## src/rtl/bus_arbiter.sv

```systemverilog
// Two-master ADS bus arbiter with round-robin tie break and a dead turnaround on every handover.
// Optional hold limit with forced revoke: define ARB_TIMEOUT_EN.
module bus_arbiter #(
   parameter int TURNAROUND = 2,
   parameter int MAX_HOLD   = 64,
   parameter int CNT_W      = 7
) (
   input  logic clk,
   input  logic rst,
   input  logic req1,
   input  logic req2,
   output logic grant1,
   output logic grant2,
   output logic master_select,
   output logic bus_busy,
   output logic timeout_err
);

   typedef enum logic [1:0] {IDLE, GNT1, GNT2, TURN} state_e;

   localparam logic [CNT_W-1:0] TURN_LAST = CNT_W'(TURNAROUND - 1);

   if (TURNAROUND < 1 || MAX_HOLD < 2 || (2 ** CNT_W) <= TURNAROUND || (2 ** CNT_W) <= MAX_HOLD)
   begin : g_bad_params
      $error("bus_arbiter: illegal TURNAROUND/MAX_HOLD/CNT_W combination");
   end

   state_e           state_q, state_d;
   logic [CNT_W-1:0] cnt_q, cnt_d;
   logic             last1_q, last1_d;   // 1: master 1 owned the bus last
   logic             grant1_q, grant1_d;
   logic             grant2_q, grant2_d;
   logic             msel_q, msel_d;
   logic             busy_q, busy_d;
   logic             tout_q, tout_d;

   function automatic state_e arbitrate(input logic r1, input logic r2, input logic last1);
      if (r1 && r2) return last1 ? GNT2 : GNT1;
      if (r1)       return GNT1;
      if (r2)       return GNT2;
      return IDLE;
   endfunction

   always_comb begin
      // NOTE: every variable gets a default before the case so no path leaves one unassigned (no latches).
      state_d = state_q;
      cnt_d   = cnt_q;
      last1_d = last1_q;
      tout_d  = 1'b0;

      case (state_q)
         IDLE: state_d = arbitrate(req1, req2, last1_q);
         GNT1: begin
            if (!req1) begin
               state_d = TURN;
               last1_d = 1'b1;
               cnt_d   = '0;
            end
`ifdef ARB_TIMEOUT_EN
            else if (cnt_q == CNT_W'(MAX_HOLD - 1)) begin
               state_d = TURN;
               last1_d = 1'b1;
               cnt_d   = '0;
               tout_d  = 1'b1;
            end else begin
               cnt_d = cnt_q + 1'b1;
            end
`endif
         end
         GNT2: begin
            if (!req2) begin
               state_d = TURN;
               last1_d = 1'b0;
               cnt_d   = '0;
            end
`ifdef ARB_TIMEOUT_EN
            else if (cnt_q == CNT_W'(MAX_HOLD - 1)) begin
               state_d = TURN;
               last1_d = 1'b0;
               cnt_d   = '0;
               tout_d  = 1'b1;
            end else begin
               cnt_d = cnt_q + 1'b1;
            end
`endif
         end
         TURN: begin
            if (cnt_q == TURN_LAST) state_d = arbitrate(req1, req2, last1_q);
            else                    cnt_d   = cnt_q + 1'b1;
         end
         default: state_d = IDLE;
      endcase

      // A fresh ownership always starts its hold count from zero.
      if ((state_d == GNT1 || state_d == GNT2) && state_d != state_q) cnt_d = '0;

      grant1_d = (state_d == GNT1);
      grant2_d = (state_d == GNT2);
      busy_d   = grant1_d | grant2_d;
      msel_d   = grant1_d ? 1'b1 : (grant2_d ? 1'b0 : msel_q);
   end

   // NOTE: state registers use non-blocking assignments so all of them update together at the edge.
   always_ff @(posedge clk) begin
      if (rst) begin
         state_q  <= IDLE;
         cnt_q    <= '0;
         last1_q  <= 1'b0;
         grant1_q <= 1'b0;
         grant2_q <= 1'b0;
         msel_q   <= 1'b1;
         busy_q   <= 1'b0;
         tout_q   <= 1'b0;
      end else begin
         state_q  <= state_d;
         cnt_q    <= cnt_d;
         last1_q  <= last1_d;
         grant1_q <= grant1_d;
         grant2_q <= grant2_d;
         msel_q   <= msel_d;
         busy_q   <= busy_d;
         tout_q   <= tout_d;
      end
   end

   assign grant1        = grant1_q;
   assign grant2        = grant2_q;
   assign master_select = msel_q;
   assign bus_busy      = busy_q;
   assign timeout_err   = tout_q;

endmodule

```

## config.mk

```make
export PLATFORM = sky130hd
export DESIGN_NAME = bus_arbiter
export DESIGN_NICKNAME = d
export VERILOG_FILES = /design/src/rtl/bus_arbiter.sv
export SDC_FILE = /design/constraint.sdc
export NUM_CORES = 1
export LEC_CHECK = 0
export ABC_AREA = 1
export BUFFER_PORTS_ARGS = -buffer_cell sky130_fd_sc_hd__buf_2
export CORE_MARGIN = 4
export CORE_UTILIZATION = 55
export DETAILED_ROUTE_END_ITERATION = 7
export PLACE_DENSITY_LB_ADDON = 0.12
export SYNTH_ARGS = -nofsm -noshare
export SYNTH_HDL_FRONTEND = slang
export SYNTH_SLANG_ARGS = --single-unit
```

## constraint.sdc

```tcl
create_clock -name clk -period 1.9 [get_ports clk]
set_input_delay 0.38 -clock clk [delete_from_list [all_inputs] [get_ports clk]]
set_output_delay 0.38 -clock clk [all_outputs]
set_load 0.02 [all_outputs]
```

# Word level (Yosys, flattened, before mapping)
# Index checks and enable logic that the tools add are counted.
# word_totals
register_bits	14
input_bits	4
out_inout_bits	5
elab_cells	68
# classes
n_addsub	1
eq_ne	10
mux	39
bitwise_logic	1
n_reduce_logical	10
# op_table
cell	count
2-bit two-way mux	13
7-bit two-way mux	3
7-bit one-hot mux with 3 select lines	1
1-bit two-way mux	20
2-bit one-hot mux with 4 select lines	1
7-bit by 1-bit adder with 7-bit output (second input constant)	1
7-bit by 1-bit == test with 1-bit output (second input constant)	1
2-bit == test (second input constant)	3
2-bit inequality test (second input constant)	3
2-bit by 1-bit == test with 1-bit output (second input constant)	2
4-bit AND reduction	1
2-bit OR reduction	2
3-bit AND reduction	1
3-bit nonzero test	1
1-bit logical AND	2
2-bit logical NOT	1
2-bit inequality test	1
1-bit one-hot mux with 2 select lines	1
2-bit nonzero test	1
1-bit logical OR	1
1-bit OR	1

# Depth between registers and ports, before layout
# Gate-level depths: netlist of run 1.
# depth
ltp_word	20
depth_mapped	14
depth_no_buf	14

# Worst setup path before layout of run 1
# OpenSTA, ideal clock, no wires.
# synth_timing
path_type	register to register
start	register cnt_q[1]
end	register cnt_q[1]
setup_ns	0.119
arrival_ns	1.462
required_time_ns	1.781
path_slack_ns	0.319
path_stages_with_launch	13
path_buffers	0
period_less_slack_ns	1.581
cell_sequence	dfxtp_1 inv_1 ha_1 nand2_1 nor2_1 nand2_1 nand2_2 a21oi_1 ha_1 inv_1 nand2_2 nand2_4 nor2_2
# synth_between
elab_chain_len	7
word_cells_on_any_way	14
classes_between	1 x add/sub; 5 x eq/ne; 4 x mux; 4 x reduce/logical
# synth_rtl
item	line	source
from (decl)	29	logic [CNT_W-1:0] cnt_q, cnt_d;
from (signal assigned)	116	cnt_q <= cnt_d;
7-bit by 1-bit == test with 1-bit output *	88	if (cnt_q == TURN_LAST) state_d = arbitrate(req1, req2, last1_q);
2-bit two-way mux *	88	
2-bit one-hot mux with 4 select lines *	51	case (state_q)
via state_d[1]	28	state_e state_q, state_d;
2-bit by 1-bit == test with 1-bit output / 2-bit == test (equally long branches)	95	if ((state_d == GNT1 || state_d == GNT2) && state_d != state_q) cnt_d = '0;
1-bit logical OR	95	
1-bit logical AND *	95	
2-bit OR reduction (no line) *	-	
# Mark *: on every way through the listed nets, which the timed path passes. The rest lies on a longest branch. The select of a mux whose other input is x is not followed.
# A chain may end at the register's enable or synchronous reset.

# Worst setup path in the final report of run 1
# layout_timing
start	register cnt_q[1]
end	register cnt_q[4]
# The elaborated chain is that of the path after synthesis.

==> impl_metrics.yaml, run 1 <==
floorplanning:
  chipWidth_um: 46.4
  start_util: 0.601
  core-area_um2: 1350
  die_area_um2: 2150
  fp-row-count: 13
  pin_count: 9
  die_h_um: 46.4
route:
  first_pass_iters: 4
  wl_per_cell_um: 10.3
  drt_wl_total_um: 1480
  via_count: 727
  ant_nets: 0
  drt_iter0_markers: 12
  vias_per_cell: 5.08
  route.detailed.drc: 0
logic_synthesis:
  yosys.area_share.xor_xnor: 0.0324
  synth_cell_types: 20
  synth_top_family_by_area: "simple AND/OR/NAND/NOR gates"
  synthAdderAreaFrac: 0.0617
  synth_compound_area_frac: 0.0926
  ys_seq_area_frac: 0.346
  synth.area.mux_share: 0
  synth_simple_gate_area_share: 0.338
  syn-num-nets: 126
  yosys_warnings: 0
  ys_ff_latch: 14
  syn_avg_cell_area_um2: 6.87
  netlist_instances: 118
  syn_area_um2: 811
layout:
  seq_area_um2: 280
  multi_input_area_um2: 429
  final_util: 0.662
  drive_gt1_frac: 0.234
  antenna_cells: 0
  area_delta_synth_final_pct: 10.2
  fin_nets: 137
  final_area_um2: 893
  fillers: 121
worst_setup_path:
  crit_required_ns: 2.07
  critical_path_buf_inv_count: 2
  cpMaxStageDelayCell: "dfxtp_1"
  path_class: "flip-flop to flip-flop"
  critPathMaxStageDelay_ns: 0.37
  setup.worst_path.end_class: "flip-flop"
  path_delay_family: "simple AND/OR/NAND/NOR gates"
  cp_cell_sequence: "inv_1 -> ha_1 -> nand2_1 -> nor2_1 -> nand2_1 -> nand2_2 -> a21oi_1 -> ha_1 -> inv_1 -> nand2_2 -> nand2_4 -> nor2_2"
  cp_max_fo: 7
  start_kind: "flip-flop"
  cp.arrival_ns: 1.91
sta:
  fin_hold_ws_ns: 0.343
  fmax_mhz: 573
  skew_ns: 0.00732
  fin_ws_ns: 0.155
  drv_slew: 0
  finalSetupTns_ns: 0
  period_share: 0.918
  hold_viol: 0
  period_minus_slack_ns: 1.74
  grt_setup_unrepaired: "false"
  setup_violations: 0
placement:
  post_dp_cell_area_um2: 857
  pre_cts_ws_ns: 0.184
  port_buffers: 7
  place.gp.congestion: 0.850
  dp_hpwl_um: 1200
global_route:
  grt_first_pass_wirelength_um: 2830
  gr-usage-met2: 0.280
  grt.busiest_layer: "met2"
  grtUsageMet3: 0.0352
  grt_pass1_vias: 695
  antenna_found_initial: 0
  grt.overflow.total: 0
  use_met1: 0.245
  grt_use_total: 0.186
  grt_max_degree: 10
clock_network:
  clk_pin_slew_ns: 0.08
  cts_tree: "built"
  clock_latency_ns: 0.28
  cts_resized: 0
  cts_sinks: 14
  postCtsSetupBuffers: 0
  cts_hold_buffers: 0
  clock-root-buffer: "clkbuf_4"
  htree_levels: 1
  ctsLongestPathBuffers: 2
  cts_buffers: 3
outcome:
  outcome: "completed"
flow_run:
  max_cap_violations: 0
power_and_ir_drop:
  power_density_nw_per_um2: 788
  ir_drop_mv: 0.651
  leakage_nw: 0.422
min_path:
  hp-class: "input pin to flip-flop"
-- synthesized netlist by cell type, drive strengths merged --
cell type,n,area (um2)
inv,24,90.1
nand2,23,114
nor2,21,96.3
dfxtp,14,280
nand3,8,40.0
o21ai,8,40.0
ha,4,50.1
a21oi,3,15.0
nand4,3,18.8
xor2,3,26.3
o22ai,2,12.5
a211oi,1,7.51
buf,1,7.51
clkinv,1,3.75
conb,1,3.75
nor3,1,5.00
-- power breakdown --
part	switching (mW)	total [mW]	internal (mW)
registers	0.0152	0.329	0.314
clock network	0.0895	0.206	0.117
logic	0.115	0.169	0.0538
-- final timing paths --
path	slack, ns	cells past startpoint	endpoint	start
max	0.16	12	cnt_q[4]	cnt_q[1]
min reg2reg	0.47	2	master_select	master_select
min	0.34	2	bus_busy	rst
max reg2reg	0.16	12	cnt_q[4]	cnt_q[1]
-- cell type report --
class / instances / area share
Multi-Input combinational cell: 78 / 0.480
Sequential cell: 14 / 0.314
Inverter: 25 / 0.105
Clock buffer: 4 / 0.0406
Timing Repair Buffer: 7 / 0.0392
Tap cell: 15 / 0.0210
-- cells in the final DEF (no fill, tap or decap), types with 2 or more instances in the layout --
master	instances
nand3_1	8
o21ai_0	8
o22ai_1	2
a21oi_1	3
nand2_4	2
buf_2	7
inv_1	19
nand2_1	16
dfxtp_1	14
xor2_1	3
nor2_1	14
ha_1	4
inv_2	5
nand4_1	3
clkbuf_4	3
nor2_2	7
nand2_2	5
-- registers in the layout, indices dropped and copies added, names as in the netlist --
name / flops
grant1: 1
last1_q: 1
state_q: 2
bus_busy: 1
master_select: 1
grant2: 1
cnt_q: 7
-- stage by stage --
stage	power [mW]	instances
6_report	0.704	143
3_3_place_gp	0.500	139
5_1_grt	0.753	143
2_1_floorplan	0.466	118
3_5_place_dp	0.504	139
4_1_cts	0.714	143
-- logic make-up (layout without fill, tap and decap cells) --
| logic type | Yosys count | in the layout |
|---|---|---|
| simple gates | 56 | 56 |
| buf+inv | 26 | 36 |
| compound gates | 14 | 14 |
| flops | 14 | 14 |
| fa+ha+maj | 4 | 4 |
| xor+xnor | 3 | 3 |
| other cells | 1 | 1 |
-- layer usage --
| layer | routed length [um] | vias to the layer above |
|---|---|---|
| met5 | 0 | - |
| met4 | 40 | 0 |
| met3 | 55 | 7 |
| met2 | 626 | 17 |
| met1 | 754 | 321 |
| li1 | - | 382 |
No activity file was read; power rests on OpenSTA's default activity.
==> inputs of run 2 (changes only) <==
- MAX_ROUTING_LAYER: unset -> met4
==> run 2 against run 1 <==
Effect of this change:
- count of clock-buffer cells in the layout down 1
- cell count unchanged
- sequential share of layout area up 0.22 points
- cell area down 0.70%
- clock power down 25%
- register-to-register slack better by 0.04 ns
- power down 7.0%
- clock skew down 0.0052 ns
- first-iteration DRC count unchanged
- sequential cell count unchanged
- sequential power about the same
- core utilization down 0.46 points
==> impl_metrics.yaml, run 2 (same netlist as run 1, synthesis figures left out) <==
outcome:
  outcome: "completed"
power_and_ir_drop:
  power_switching_share: 0.325
  p_seq_frac: 0.501
  intPower_mw: 0.442
  p_total_mw: 0.655
  power.share.clock: 0.236
  ir_drop_mv: 0.569
  power_density_nw_per_um2: 738
  power_switching_mw: 0.213
  combinationalPowerShare: 0.263
  leakage_nw: 0.419
worst_setup_path:
  critPathMaxStageDelay_ns: 0.36
  cp.depth: 12
  cp-endpoint: "cnt_q[1]"
  cp.arrival_ns: 1.87
  setup.worst_path.end_class: "flip-flop"
  path_delay_family: "simple AND/OR/NAND/NOR gates"
  cpMaxStageDelayCell: "dfxtp_1"
  critical_path_buf_inv_count: 2
  reg2reg_slack_ns: 0.19
  path_class: "flip-flop to flip-flop"
  reg2reg_depth: 12
  start_kind: "flip-flop"
  crit_required_ns: 2.06
  cp-startpoint: "cnt_q[1]"
  cp_max_fo: 7
  cp_cell_sequence: "inv_1 -> ha_1 -> nand2_1 -> nor2_1 -> nand2_1 -> nand2_2 -> a21oi_1 -> ha_1 -> inv_1 -> nand2_2 -> nand2_4 -> nor2_2"
  r2r-start: "cnt_q[1]"
  regToRegEndpoint: "cnt_q[1]"
route:
  drt_iter0_markers: 12
  first_pass_iters: 4
  vias_per_cell: 5.04
  wl_per_cell_um: 9.81
  via_count: 721
  route.detailed.drc: 0
  drt_wl_total_um: 1400
  ant_nets: 0
layout:
  reg_top3: "cnt_q (7), state_q (2)"
  fillers: 119
  drive_gt1_frac: 0.234
  layout_common_cells: "inv_1 (19), nand2_1 (16), nor2_1 (14), dfxtp_1 (14)"
  area_delta_synth_final_pct: 9.41
  largest_register_ffs: 7
  fin_nets: 138
  regMostFlops: "cnt_q"
  final_area_um2: 887
  final_common_cell: "inv_1"
  antenna_cells: 0
floorplanning:
  die_area_um2: 2150
  die_h_um: 46.4
  start_util: 0.601
  pin_count: 9
  chipWidth_um: 46.4
  fp-row-count: 13
  core-area_um2: 1350
placement:
  place.gp.congestion: 0.950
  post_dp_cell_area_um2: 865
  pre_cts_ws_ns: 0.182
  dp_hpwl_um: 1140
  port_buffers: 7
sta:
  drv_slew: 0
  skew_ns: 0.00212
  fin_ws_ns: 0.190
  period_minus_slack_ns: 1.71
  setup_violations: 0
  finalSetupTns_ns: 0
  period_share: 0.900
  grt_setup_unrepaired: "false"
  fmax_mhz: 585
  hold_viol: 0
clock_network:
  clock_latency_ns: 0.27
  cts_hold_buffers: 0
  ctsLongestPathBuffers: 2
  cts_sinks: 14
  clock-root-buffer: "clkbuf_4"
  cts_tree: "built"
  cts_buffers: 3
  cts_resized: 0
  htree_levels: 1
  postCtsSetupBuffers: 0
  clk_pin_slew_ns: 0.07
global_route:
  grt_pass1_vias: 631
  grt_max_degree: 10
  grt_use_total: 0.175
  grt.overflow.total: 0
  antenna_found_initial: 0
  grt_first_pass_wirelength_um: 2610
flow_run:
  max_cap_violations: 0
min_path:
  hp-class: "input pin to flip-flop"
==> run 2: routing by layer <==
| layer | part of all wire | up-vias | track usage | routed length [um] |
|---|---|---|---|---|
| met3 | 0.035 | 4 | 0.0352 | 49 |
| met5 | 0 | - | - | 0 |
| li1 | - | 387 | - | - |
| met2 | 0.41 | 12 | 0.245 | 578 |
| met1 | 0.54 | 318 | 0.237 | 753 |
| met4 | 0.015 | 0 | 0.0852 | 21 |
==> run 2: final cells by class <==
type | count | area, um2 | share of cell area
inverter | 25 | 93.8 | 0.106
timing repair buffer | 8 | 42.5 | 0.0480
multi-input combinational | 78 | 429 | 0.484
tap | 15 | 18.8 | 0.0212
sequential | 14 | 280 | 0.316
clock buffer | 3 | 22.5 | 0.0254
==> run 2: how the worst min path moves through the flow <==
stage                              from       endpoint  cells after the start
after floorplan                     rst       bus_busy                      1
after global placement    master_select  master_select                      2
after detailed placement  master_select  master_select                      2
after CTS                           rst       bus_busy                      2
after global routing                rst       bus_busy                      2
final                               rst       bus_busy                      2
==> run 2: power by group through the flow <==
stage | clock (mW) | sequential (mW) | combinational (mW)
2_1_floorplan | 0 | 0.346 | 0.119
3_3_place_gp | 0 | 0.334 | 0.169
3_5_place_dp | 0 | 0.335 | 0.172
4_1_cts | 0.158 | 0.328 | 0.173
5_1_grt | 0.172 | 0.333 | 0.197
6_report | 0.154 | 0.328 | 0.172
==> run 2: per-stage QoR <==
step                std cells   util  hold slack, ns
floorplan                 118      -           0.447
global placement          140  0.640           0.441
detailed placement        140  0.640           0.444
CTS                       143  0.657           0.342
global route              143  0.657           0.357
finish                    143  0.657           0.344
==> run 2: worst reg2reg max path, cell delays in order (launching register included) <==
cell	delay, ns
dfxtp_1	0.36
inv_1	0.05
ha_1	0.18
nand2_1	0.06
nor2_1	0.04
nand2_1	0.08
nand2_2	0.06
a21oi_1	0.18
ha_1	0.27
inv_1	0.07
nand2_2	0.07
nand2_4	0.12
nor2_2	0.04
==> inputs of run 3 (changes only) <==
- CORE_UTILIZATION: 55 -> 50
==> run 3 against run 2 <==
Effect of this change:
- register-to-register slack worse by 0.03 ns
- count of clock-buffer cells in the layout is 1 higher
- first-iteration DRC count down 17%
- cell area increased by 1.3%
- sequential cell count unchanged
- clock power rose by 40%
- via count shrank 2.4%
- non-clock buffer count is 1 lower
- critical path type unchanged
- largest cell class unchanged
- highest routed layer unchanged
==> impl_metrics.yaml, run 3 (same netlist as run 1, synthesis figures left out) <==
global_route:
  grt.overflow.total: 0
  grt_max_degree: 10
  grt_pass1_vias: 628
  antenna_found_initial: 0
  grt_first_pass_wirelength_um: 2580
  grt_use_total: 0.170
layout:
  regMostFlops: "cnt_q"
  antenna_cells: 0
  layout_common_cells: "inv_1 (19), nand2_1 (16), nor2_1 (14), dfxtp_1 (14)"
  fillers: 144
  reg_top3: "cnt_q (7), state_q (2)"
  largest_register_ffs: 7
  final_common_cell: "inv_1"
  drive_gt1_frac: 0.242
  area_delta_synth_final_pct: 10.8
  fin_nets: 137
sta:
  finalSetupTns_ns: 0
  setup_violations: 0
  hold_viol: 0
  fin_hold_ws_ns: 0.340
  skew_ns: 0.00690
  drv_slew: 0
  period_minus_slack_ns: 1.74
  fmax_mhz: 574
  grt_setup_unrepaired: "false"
  period_share: 0.917
clock_network:
  ctsLongestPathBuffers: 2
  cts_buffers: 3
  clk_pin_slew_ns: 0.09
  clock-root-buffer: "clkbuf_4"
  cts_sinks: 14
  htree_levels: 1
  cts_tree: "built"
  postCtsSetupBuffers: 0
  clock_latency_ns: 0.28
floorplanning:
  pin_count: 9
  fp-row-count: 14
  core-area_um2: 1520
  chipWidth_um: 48.3
  die_h_um: 48.3
  start_util: 0.532
  die_area_um2: 2330
placement:
  dp_hpwl_um: 1160
  place.gp.congestion: 0.788
  port_buffers: 7
worst_setup_path:
  crit_required_ns: 2.08
  cp.arrival_ns: 1.92
  start_kind: "flip-flop"
  path_class: "flip-flop to flip-flop"
  setup.worst_path.end_class: "flip-flop"
  cp_max_fo: 7
route:
  vias_per_cell: 4.89
  drt_wl_total_um: 1550
  wl_per_cell_um: 10.8
  ant_nets: 0
  via_count: 704
  first_pass_iters: 4
  route.detailed.drc: 0
  drt_iter0_markers: 10
outcome:
  outcome: "completed"
power_and_ir_drop:
  ir_drop_mv: 0.684
  power_density_nw_per_um2: 801
  leakage_nw: 0.423
min_path:
  hp-class: "input pin to flip-flop"
flow_run:
  max_cap_violations: 0
run 3: routing by layer:
metal  up-vias  global-route usage  routed length, um
li1        382                   -                  -
met1       310               0.223                855
met2         8               0.224                607
met3         4              0.0332                 40
met4         0               0.129                 46
met5         -                   -                  0
run 3: per-stage QoR:
stage	power [mW]	instances	utilization	area [um2]	worst slack, ns
floorplan	0.466	118	-	811	0.319
detailed placement	0.507	140	0.563	858	0.120
global route	0.761	144	0.589	898	0.00156
finish	0.720	144	0.589	898	0.158
CTS	0.721	144	0.587	895	0.111
global placement	0.504	140	0.563	858	0.178
run 3: area by class of cell:
type / count / area (um2) / area share
flip-flops and latches: 14 / 280 / 0.312
clock buffers: 4 / 36.3 / 0.0404
inverters: 25 / 93.8 / 0.104
multi-input cells: 78 / 433 / 0.482
repair buffers: 7 / 35.0 / 0.0390
well taps: 16 / 20.0 / 0.0223
run 3: final timing paths:
| check | from | endpoint | slack [ns] | cells after the start |
|---|---|---|---|---|
| hold reg to reg | master_select | master_select | 0.47 | 2 |
| setup / recovery | cnt_q[1] | cnt_q[1] | 0.16 | 13 |
| setup reg to reg | cnt_q[1] | cnt_q[1] | 0.16 | 13 |
| hold / removal | rst | bus_busy | 0.34 | 2 |
run 3: power breakdown:
group	internal, mW	total, mW	switching [mW]
logic	0.0548	0.175	0.121
registers	0.314	0.329	0.0153
clock network	0.117	0.215	0.0988
total	0.485	0.720	0.235
run 3: critical path, cell delays in order, from the launching register on:
cell	delay [ns]
dfxtp_1	0.38
inv_1	0.06
ha_1	0.19
nand2_1	0.07
nor2_1	0.04
nand2_1	0.08
nand2_2	0.07
nand2_2	0.09
nand2_4	0.06
ha_1	0.29
inv_1	0.07
nand2_2	0.06
nand2_4	0.13
nor2_2	0.04
run 3: what timing repair did:
item                                    in CTS  in global routing
endpoints found under the setup margin       0                  7
hold buffers                                 0                  0
resized for setup                            0                  1
